### src/rtl/dds_sweep_ctrl.sv
// ============================================================================
//  Module   : dds_sweep_ctrl
//  Purpose  : Frequency sweep / hop sequencer driving DDS frequency, phase and
//             waveform control words (single, repeat and up-down sweeps).
//  Revision : 1.0 - initial release
// ============================================================================
`default_nettype none

module dds_sweep_ctrl #(
    parameter int FW = 10,
    parameter int PW = 10,
    parameter int DW = 16
) (
    input  logic          clk,
    input  logic          rst,
    input  logic          cfg_valid,
    output logic          cfg_ready,
    input  logic [FW-1:0] cfg_f_start,
    input  logic [FW-1:0] cfg_f_stop,
    input  logic [FW-1:0] cfg_f_step,
    input  logic [DW-1:0] cfg_dwell,
    input  logic [1:0]    cfg_mode,
    input  logic [1:0]    cfg_shape,
    input  logic [PW-1:0] cfg_pword,
    input  logic          start,
    input  logic          stop,
    output logic [FW-1:0] fword,
    output logic [PW-1:0] pword,
    output logic [1:0]    wave_shape,
    output logic          busy,
    output logic          step_strobe,
    output logic          done
);

    typedef enum logic [1:0] {
        S_IDLE = 2'd0,
        S_UP   = 2'd1,
        S_DOWN = 2'd2
    } state_t;

    localparam logic [1:0] c_MODE_REPEAT = 2'b01;
    localparam logic [1:0] c_MODE_UPDOWN = 2'b10;

    state_t        r_state;
    state_t        w_state_nxt;

    logic [FW-1:0] r_f_start;
    logic [FW-1:0] r_f_stop;
    logic [FW-1:0] r_f_step;
    logic [DW-1:0] r_dwell;
    logic [1:0]    r_mode;
    logic [1:0]    r_shape;
    logic [PW-1:0] r_pword;

    logic [FW-1:0] r_fword;
    logic [FW-1:0] w_fword_nxt;
    logic [DW-1:0] r_cnt;
    logic [DW-1:0] w_cnt_nxt;
    logic          r_strobe;
    logic          w_strobe_nxt;
    logic          r_done;
    logic          w_done_nxt;

    logic          w_cfg_fire;
    logic          w_start_ok;
    logic          w_dwell_end;
    logic [FW-1:0] w_step_eff;

    logic [FW:0]          w_up_sum;
    logic [FW-1:0]        w_up_val;
    logic signed [FW+1:0] w_dn_diff;
    logic [FW-1:0]        w_dn_val;
    logic [FW:0]          w_tu_sum;
    logic [FW-1:0]        w_turn_up;
    logic signed [FW+1:0] w_td_diff;
    logic [FW-1:0]        w_turn_dn;

    assign cfg_ready   = (r_state == S_IDLE);
    assign w_cfg_fire  = cfg_valid & cfg_ready;
    assign w_start_ok  = start & ~stop & (r_f_start <= r_f_stop);
    assign w_dwell_end = (r_cnt == '0);
    assign w_step_eff  = (r_f_step == '0) ? {{(FW-1){1'b0}}, 1'b1} : r_f_step;

    // One bit of headroom on the way up and a sign bit on the way down
    // make the clamps exact for any step size.
    assign w_up_sum  = {1'b0, r_fword} + {1'b0, w_step_eff};
    assign w_up_val  = (w_up_sum > {1'b0, r_f_stop}) ? r_f_stop : w_up_sum[FW-1:0];
    assign w_dn_diff = $signed({2'b00, r_fword}) - $signed({2'b00, w_step_eff});
    assign w_dn_val  = (w_dn_diff < $signed({2'b00, r_f_start})) ? r_f_start
                                                                  : w_dn_diff[FW-1:0];

    assign w_tu_sum  = {1'b0, r_f_start} + {1'b0, w_step_eff};
    assign w_turn_up = (w_tu_sum > {1'b0, r_f_stop}) ? r_f_stop : w_tu_sum[FW-1:0];
    assign w_td_diff = $signed({2'b00, r_f_stop}) - $signed({2'b00, w_step_eff});
    assign w_turn_dn = (w_td_diff < $signed({2'b00, r_f_start})) ? r_f_start
                                                                  : w_td_diff[FW-1:0];

    always_comb begin
        w_state_nxt  = r_state;
        w_fword_nxt  = r_fword;
        w_cnt_nxt    = r_cnt;
        w_strobe_nxt = 1'b0;
        w_done_nxt   = 1'b0;
        case (r_state)
            S_IDLE: begin
                if (w_start_ok) begin
                    w_state_nxt = S_UP;
                    w_fword_nxt = r_f_start;
                    w_cnt_nxt   = r_dwell;
                end
            end
            S_UP, S_DOWN: begin
                if (stop) begin
                    w_state_nxt = S_IDLE;
                end else if (!w_dwell_end) begin
                    w_cnt_nxt = r_cnt - 1'b1;
                end else begin
                    w_cnt_nxt    = r_dwell;
                    w_strobe_nxt = 1'b1;
                    if (r_state == S_UP) begin
                        if (r_fword == r_f_stop) begin
                            if (r_mode == c_MODE_UPDOWN) begin
                                w_state_nxt = S_DOWN;
                                w_fword_nxt = w_turn_dn;
                            end else if (r_mode == c_MODE_REPEAT) begin
                                w_fword_nxt = r_f_start;
                            end else begin
                                w_state_nxt  = S_IDLE;
                                w_strobe_nxt = 1'b0;
                                w_done_nxt   = 1'b1;
                            end
                        end else begin
                            w_fword_nxt = w_up_val;
                        end
                    end else begin
                        if (r_fword == r_f_start) begin
                            w_state_nxt = S_UP;
                            w_fword_nxt = w_turn_up;
                        end else begin
                            w_fword_nxt = w_dn_val;
                        end
                    end
                end
            end
            default: w_state_nxt = S_IDLE;
        endcase
    end

    always_ff @(posedge clk) begin
        if (rst) begin
            r_state  <= S_IDLE;
            r_fword  <= '0;
            r_cnt    <= '0;
            r_strobe <= 1'b0;
            r_done   <= 1'b0;
        end else begin
            r_state  <= w_state_nxt;
            r_fword  <= w_fword_nxt;
            r_cnt    <= w_cnt_nxt;
            r_strobe <= w_strobe_nxt;
            r_done   <= w_done_nxt;
        end
    end

    // Shadow config: only written from IDLE, so a running sweep never sees it change.
    always_ff @(posedge clk) begin
        if (rst) begin
            r_f_start <= '0;
            r_f_stop  <= '0;
            r_f_step  <= '0;
            r_dwell   <= '0;
            r_mode    <= '0;
            r_shape   <= '0;
            r_pword   <= '0;
        end else if (w_cfg_fire) begin
            r_f_start <= cfg_f_start;
            r_f_stop  <= cfg_f_stop;
            r_f_step  <= cfg_f_step;
            r_dwell   <= cfg_dwell;
            r_mode    <= cfg_mode;
            r_shape   <= cfg_shape;
            r_pword   <= cfg_pword;
        end
    end

    assign fword       = r_fword;
    assign pword       = r_pword;
    assign wave_shape  = r_shape;
    assign busy        = (r_state != S_IDLE);
    assign step_strobe = r_strobe;
    assign done        = r_done;

endmodule

`default_nettype wire

### config.mk
export PLATFORM = sky130hd
export DESIGN_NAME = dds_sweep_ctrl
export DESIGN_NICKNAME = d
export VERILOG_FILES = /design/src/rtl/dds_sweep_ctrl.sv
export SDC_FILE = /design/constraint.sdc
export NUM_CORES = 1
export LEC_CHECK = 0
export ABC_CLOCK_PERIOD_IN_PS = 10700
export CORE_AREA = 4 4 116 118
export DETAILED_ROUTE_END_ITERATION = 10
export DIE_AREA = 0 0 120 122
export GPL_ROUTABILITY_DRIVEN = 0
export PLACE_DENSITY_LB_ADDON = 0.05
export SLEW_MARGIN = 10
export SYNTH_ARGS = -nofsm -noshare
export SYNTH_HDL_FRONTEND = slang
export SYNTH_SLANG_ARGS = --single-unit
export TNS_END_PERCENT = 5
### constraint.sdc
create_clock -name clk -period 10.7 [get_ports clk]
set_clock_uncertainty 0.05 [all_clocks]
set_input_delay 1.07 -clock clk [delete_from_list [all_inputs] [get_ports clk]]
set_output_delay 1.07 -clock clk [all_outputs]
set_load 0.02 [all_outputs]
==> After elaboration in Yosys (flattened, before gate mapping) <==
Cells that the tools add are included.
{ "word_totals": {"in_bits": 65, "elab_cells": 87, "ff_bits": 90, "out_inout_bits": 26} }
{ "classes": {"eq_ne": 14, "magnitude_cmp": 5, "n_addsub": 5, "n_reduce_logical": 11, "bitwise_logic": 8, "mux": 32} }
{ "ops": {"columns": ["cell", "count"], "rows": [
  ["10-bit 2-to-1 mux", 13],
  ["16-bit 2-to-1 mux", 3],
  ["16-bit case mux with 2 select lines", 1],
  ["10-bit by 10-bit adder with 11-bit output", 2],
  ["11-bit by 10-bit > comparator with 1-bit output", 2],
  ["11-bit < comparator", 2],
  ["10-bit by 10-bit subtractor with 11-bit output", 2],
  ["10-bit == test", 2],
  ["10-bit case mux with 2 select lines", 1],
  ["16-bit logical NOT", 1],
  ["2-bit 2-to-1 mux", 8],
  ["16-bit by 1-bit subtractor with 16-bit output, second input constant", 1],
  ["10-bit less-or-equal comparator", 1],
  ["10-bit logical NOT", 1],
  ["5-bit != test, second input constant", 2],
  ["5-bit AND reduction", 2],
  ["4-bit != test, second input constant", 2],
  ["7-bit OR reduction", 1],
  ["1-bit 2-to-1 mux", 5],
  ["1-bit NOT", 5],
  ["2-bit by 1-bit == test with 1-bit output, second input constant", 2],
  ["2-bit == test, second input constant", 2],
  ["2-bit != test, second input constant", 2],
  ["2-bit case mux with 2 select lines", 1],
  ["other kinds (8)", 11]
]} }

==> Depth between registers and ports, before layout <==
{ "depth": {"depth_word": 11, "depth_mapped": 21, "ltp_nobuf": 19} }

==> Worst setup path before layout <==
Ideal clock, no wire load.
{ "synth_timing": {"kind": "flip-flop to flip-flop", "startpoint": "register r_f_step[6]", "endpoint": "register r_fword[8] (netlist: fword[8])", "path_buffers": 1, "setup_ps": 133, "arrival_time_ps": 4337, "t_required_ps": 10517, "stages_incl_launch_ff": 21, "period_less_slack_ps": 4519, "slack_ps": 6181, "cell_sequence": "dfxtp_1 > nor4_1 > a41o_1 > ha_1 > inv_1 > fa_1 > nor2b_1 > o31a_1 > o21ai_0 > a21oi_1 > xor2_1 > ha_1 > a21o_1 > a211o_1 > a2111oi_2 > a211oi_1 > a211oi_2 > buf_6 > mux2_2 > o311ai_1 > o32ai_1"} }
{ "synth_via": {"elab_chain_cells": 11, "elab_cells_between_ends": 21, "cone_classes": "4 x add/sub; 4 x order compare; 12 x mux; 1 x reduce/logical"} }
{ "synth_rtl": {"columns": ["item", "line_no", "source"], "rows": [
  ["start, declared", "49", "logic [FW-1:0] r_f_step;"],
  ["start signal, assigned", "178", "r_f_step <= cfg_f_step;"],
  ["10-bit logical NOT", "82", "assign w_step_eff = (r_f_step == '0) ? {{(FW-1){1'b0}}, 1'b1} : r_f_step;"],
  ["10-bit 2-to-1 mux (*)", "82", null],
  ["10-bit by 10-bit subtractor with 11-bit output", "94", "assign w_td_diff = $signed({2'b00, r_f_stop}) - $signed({2'b00, w_step_eff});"],
  ["11-bit < comparator", "95", "assign w_turn_dn = (w_td_diff < $signed({2'b00, r_f_start})) ? r_f_start"],
  ["10-bit 2-to-1 mux", "95", null],
  ["10-bit 2-to-1 mux", "122", "if (r_mode == c_MODE_UPDOWN) begin"],
  ["10-bit 2-to-1 mux", "121", "if (r_fword == r_f_stop) begin"],
  ["10-bit 2-to-1 mux (*)", "120", "if (r_state == S_UP) begin"],
  ["10-bit 2-to-1 mux (*)", "115", "end else if (!w_dwell_end) begin"],
  ["10-bit 2-to-1 mux (*)", "113", "if (stop) begin"],
  ["10-bit case mux with 2 select lines (*)", "104", "case (r_state)"],
  ["end signal, assigned", "158", "r_fword <= w_fword_nxt;"],
  ["end, declared", "55", "logic [FW-1:0] r_fword;"]
]} }
Every way passes the cells marked *; elsewhere a longest branch is shown, timed or not. The select of a mux whose other input is x is not followed.
A chain may end at the register's enable or synchronous reset.

==> Final worst setup path <==
Same ends and word-level chain as after synthesis.

==> impl_results.md <==
- Status: complete, no violations
- Pre-CTS setup slack: 5.68 ns
- Critical path data arrival time: 5.36 ns
- Synth Warn #: 0
- Top-area cell type share of the netlist area: 23.9%
- Vias per cell: 6.22
- Final min period: 5.19 ns
- Sequential share of the synthesized area: 23.9%
- Crit path cell chain: nor4_1 > a41o_1 > ha_1 > inv_1 > fa_1 > nor2b_1 > o31a_1 > o21ai_0 > a21oi_1 > xor2_1 > ha_1 > a21o_1 > a211o_1 > a2111oi_2 > a211oi_1 > a211oi_2 > buf_4 > mux2_2 > o311ai_1 > o32ai_1
- Slowest Stage Delay on Critical Path: 0.39 ns
- Seq cells post-synth: 90
- Setup Crit Path Kind: reg -> reg
- CTS tree: yes
- # hold bufs at CTS: 0
- RSZ-0062 raised after global routing: false
- Number of diodes: 0
- Slowest-stage cell, CP: fa_1
- Maxcap violations: 0
- Top FF cell, synth: dfxtp_1
- Crit-path max FO: 10
- Worst hold path class: reg -> reg
- CP top delay family: compound AO/OA/AOI/OAI gates
- Final hold violation count: 0
- DR WL/cell: 19.4 µm
- Total track usage: 32.4%
- Fin crit share: 48.5%
- Die Height: 122 µm
- Initial antenna violation count: 0
- DR iter-0 viols: 672
- DRT Pass-1 Iters: 6
- Total CTS buffers: 9
- Row cnt: 41
- Ys async rst share: 0%
- Final setup violating endpoints: 0
- Leading area contributor after synthesis: dfxtp_1
- Reg clk slew, reported paths: 0.07 ns
- Worst Hold Depth: 2
- CP Depth: 20
- Placed Cells incl. Taps: 1210
- Slew headroom: 24.2%
- Syn Area/Cell: 7.59 µm²
- Post-synth EDFFs: 0
- Setup ws final: 5.51 ns
- Commonest cells post-synth: nand2_1 (170), a21oi_1 (115), ha_1 (99), dfxtp_1 (90), inv_1 (65)
- DRC violations left: 0
- Layout net count: 1217
- Fmax: 0.193 GHz
- Number of fillers in the final layout: 1060
- Count leader, synth: nand2_1
- Register area: 1800 µm²
- Die area: 14600 µm²
- CP dominant cell by count: ha_1
- Root buffer cell: clkbuf_16
- First-pass GRT wire length: 37400 µm
- Clock sinks: 90
- Postcts setup bufs: 0
- Grt ovf: 0
- # IOs: 91
- Final std cells w/o fill: 1226
- H-tree Lvls: 3
- Max-slew violations: 0
- Resize count post-CTS: 0
- Yosys cell types: 76
- Final TNS setup: 0 ns
- Clock Latency Late Sink: 0.36 ns
- Slew @ Worst Pin: 1.13 ns
- Port Buf Inserts: 90
- Vias in the first global route: 6997
- Crit. End Element: flip-flop
- Area delta synth->final: 16.8%
- R2R depth: 20
- Max rail drop VDD: 210 µV
- Post-synthesis net count: 1160
- HPWL Detailed: 18000 µm
- Synthesized area: 7520 µm²
- Mapped Cells: 992
- Share of layout cells above drive strength 1: 3.98%
- Pwr dens: 295 nW/µm²
- Critical Path RT: 10.87 ns
- Startpoint types: flip-flop
- Lkg Pwr: 3.65 nW
- Initial Utilization: 60.4%
- Bufs and invs on worst path: 2
- Antenna viol nets, final: 0
- DRT Wirelength: 23800 µm
- CTS Buffer Depth: 2
- Vias: 7622
- Core Box Area: 12500 µm²
- Die Span X: 120 µm
- Main area contributors after synthesis: dfxtp_1 (24%), ha_1 (16%), nand2_1 (8.5%)
- Largest net degree at the start of global routing: 61
- Footprint of the multi-input gates: 5280 µm²
-- flip-flops by register name, indices dropped and copies added (netlist names) --
signal	cells
r_f_stop	10
r_f_step	10
r_state	2
wave_shape	2
r_f_start	10
step_strobe	1
r_dwell	16
fword	10
r_mode	2
done	1
pword	10
r_cnt	16
-- worst reg2reg max path, cell delays in order, from the launching register on --
cell and delay, ns:
dfxtp_1 0.37, nor4_1 0.35, a41o_1 0.31, ha_1 0.19
inv_1 0.05, fa_1 0.39, nor2b_1 0.16, o31a_1 0.17
o21ai_0 0.11, a21oi_1 0.20, xor2_1 0.23, ha_1 0.28
a21o_1 0.16, a211o_1 0.32, a2111oi_2 0.36, a211oi_1 0.14
a211oi_2 0.22, buf_4 0.25, mux2_2 0.37, o311ai_1 0.25
o32ai_1 0.13
-- kinds of logic after synthesis --
group,Yosys count,synth area share [%]
AND/OR/NAND/NOR,333,20.2
AO/OA/AOI/OAI,282,24.2
buffers and inverters,116,5.97
adder cells (fa/ha/maj),103,17.5
flip-flops,90,23.9
XOR/XNOR,51,5.94
multiplexers,17,2.29
-- cell usage in the layout (no fill, tap or decap), types with 4 or more instances in the layout --
master / count
a211oi_1: 13
a21o_1: 11
a21oi_1: 115
a221oi_1: 7
a22oi_1: 4
a31oi_1: 6
and2_1: 4
and3_1: 5
buf_4: 5
clkbuf_16: 9
clkdlybuf4s50_1: 89
dfxtp_1: 90
fa_1: 4
ha_1: 99
inv_1: 65
mux2i_1: 15
nand2_1: 169
nand3_1: 24
nand4_1: 8
nor2_1: 50
nor2b_1: 11
nor3_1: 26
nor4_1: 6
o211a_1: 5
o211ai_1: 7
o21a_1: 6
o21ai_0: 45
o21ai_1: 4
o21bai_1: 4
o221a_2: 6
o221ai_1: 4
o31ai_1: 5
or3_1: 8
xnor2_1: 26
xor2_1: 25
-- where the power goes --
part | switching [mW] | internal (mW)
Sequential | 0.115 | 0.400
Combinational | 1.05 | 0.692
Clock | 0.150 | 0.185
-- stage by stage --
| step | power, mW | hold slack (ns) | utilization (%) | instance area, µm² |
|---|---|---|---|---|
| after global placement | 2.19 | 0.391 | 68.0 | 8480 |
| after floorplan | 1.75 | 0.383 | - | 7520 |
| final | 2.59 | 0.402 | 70.5 | 8790 |
| after detailed placement | 2.20 | 0.396 | 68.0 | 8480 |
| after CTS | 2.55 | 0.405 | 70.5 | 8790 |
| after global routing | 2.78 | 0.416 | 70.5 | 8790 |
-- final timing paths --
path | start | end | slack (ns)
setup / recovery | r_f_step[6]$_SDFFE_PP0P_ | fword[8]$_SDFFE_PP0P_ | 5.51
hold / removal | pword[7]$_SDFFE_PP0P_ | pword[7]$_SDFFE_PP0P_ | 0.40
setup reg to reg | r_f_step[6]$_SDFFE_PP0P_ | fword[8]$_SDFFE_PP0P_ | 5.51
hold reg to reg | pword[7]$_SDFFE_PP0P_ | pword[7]$_SDFFE_PP0P_ | 0.40
-- area by class of cell --
cell class                      count  share of cell area, %
Multi-Input combinational cell    786                   60.1
Clock inverter                      7                  0.954
Sequential cell                    90                   20.5
Clock buffer                        9                   2.56
Timing Repair Buffer               95                   10.6
Inverter                           67                   2.86
Tap cell                          172                   2.45
-- metal layers --
metal / up-vias / GRT usage, % / share of wire, %
met3: 123 / 5.94 / 9.2
met4: 0 / 20.8 / 6.8
met2: 393 / 50.1 / 43
met5: - / 0 / 0
met1: 3461 / 41.5 / 41
li1: 3645 / - / -
Power figures use the tool's default switching activity.
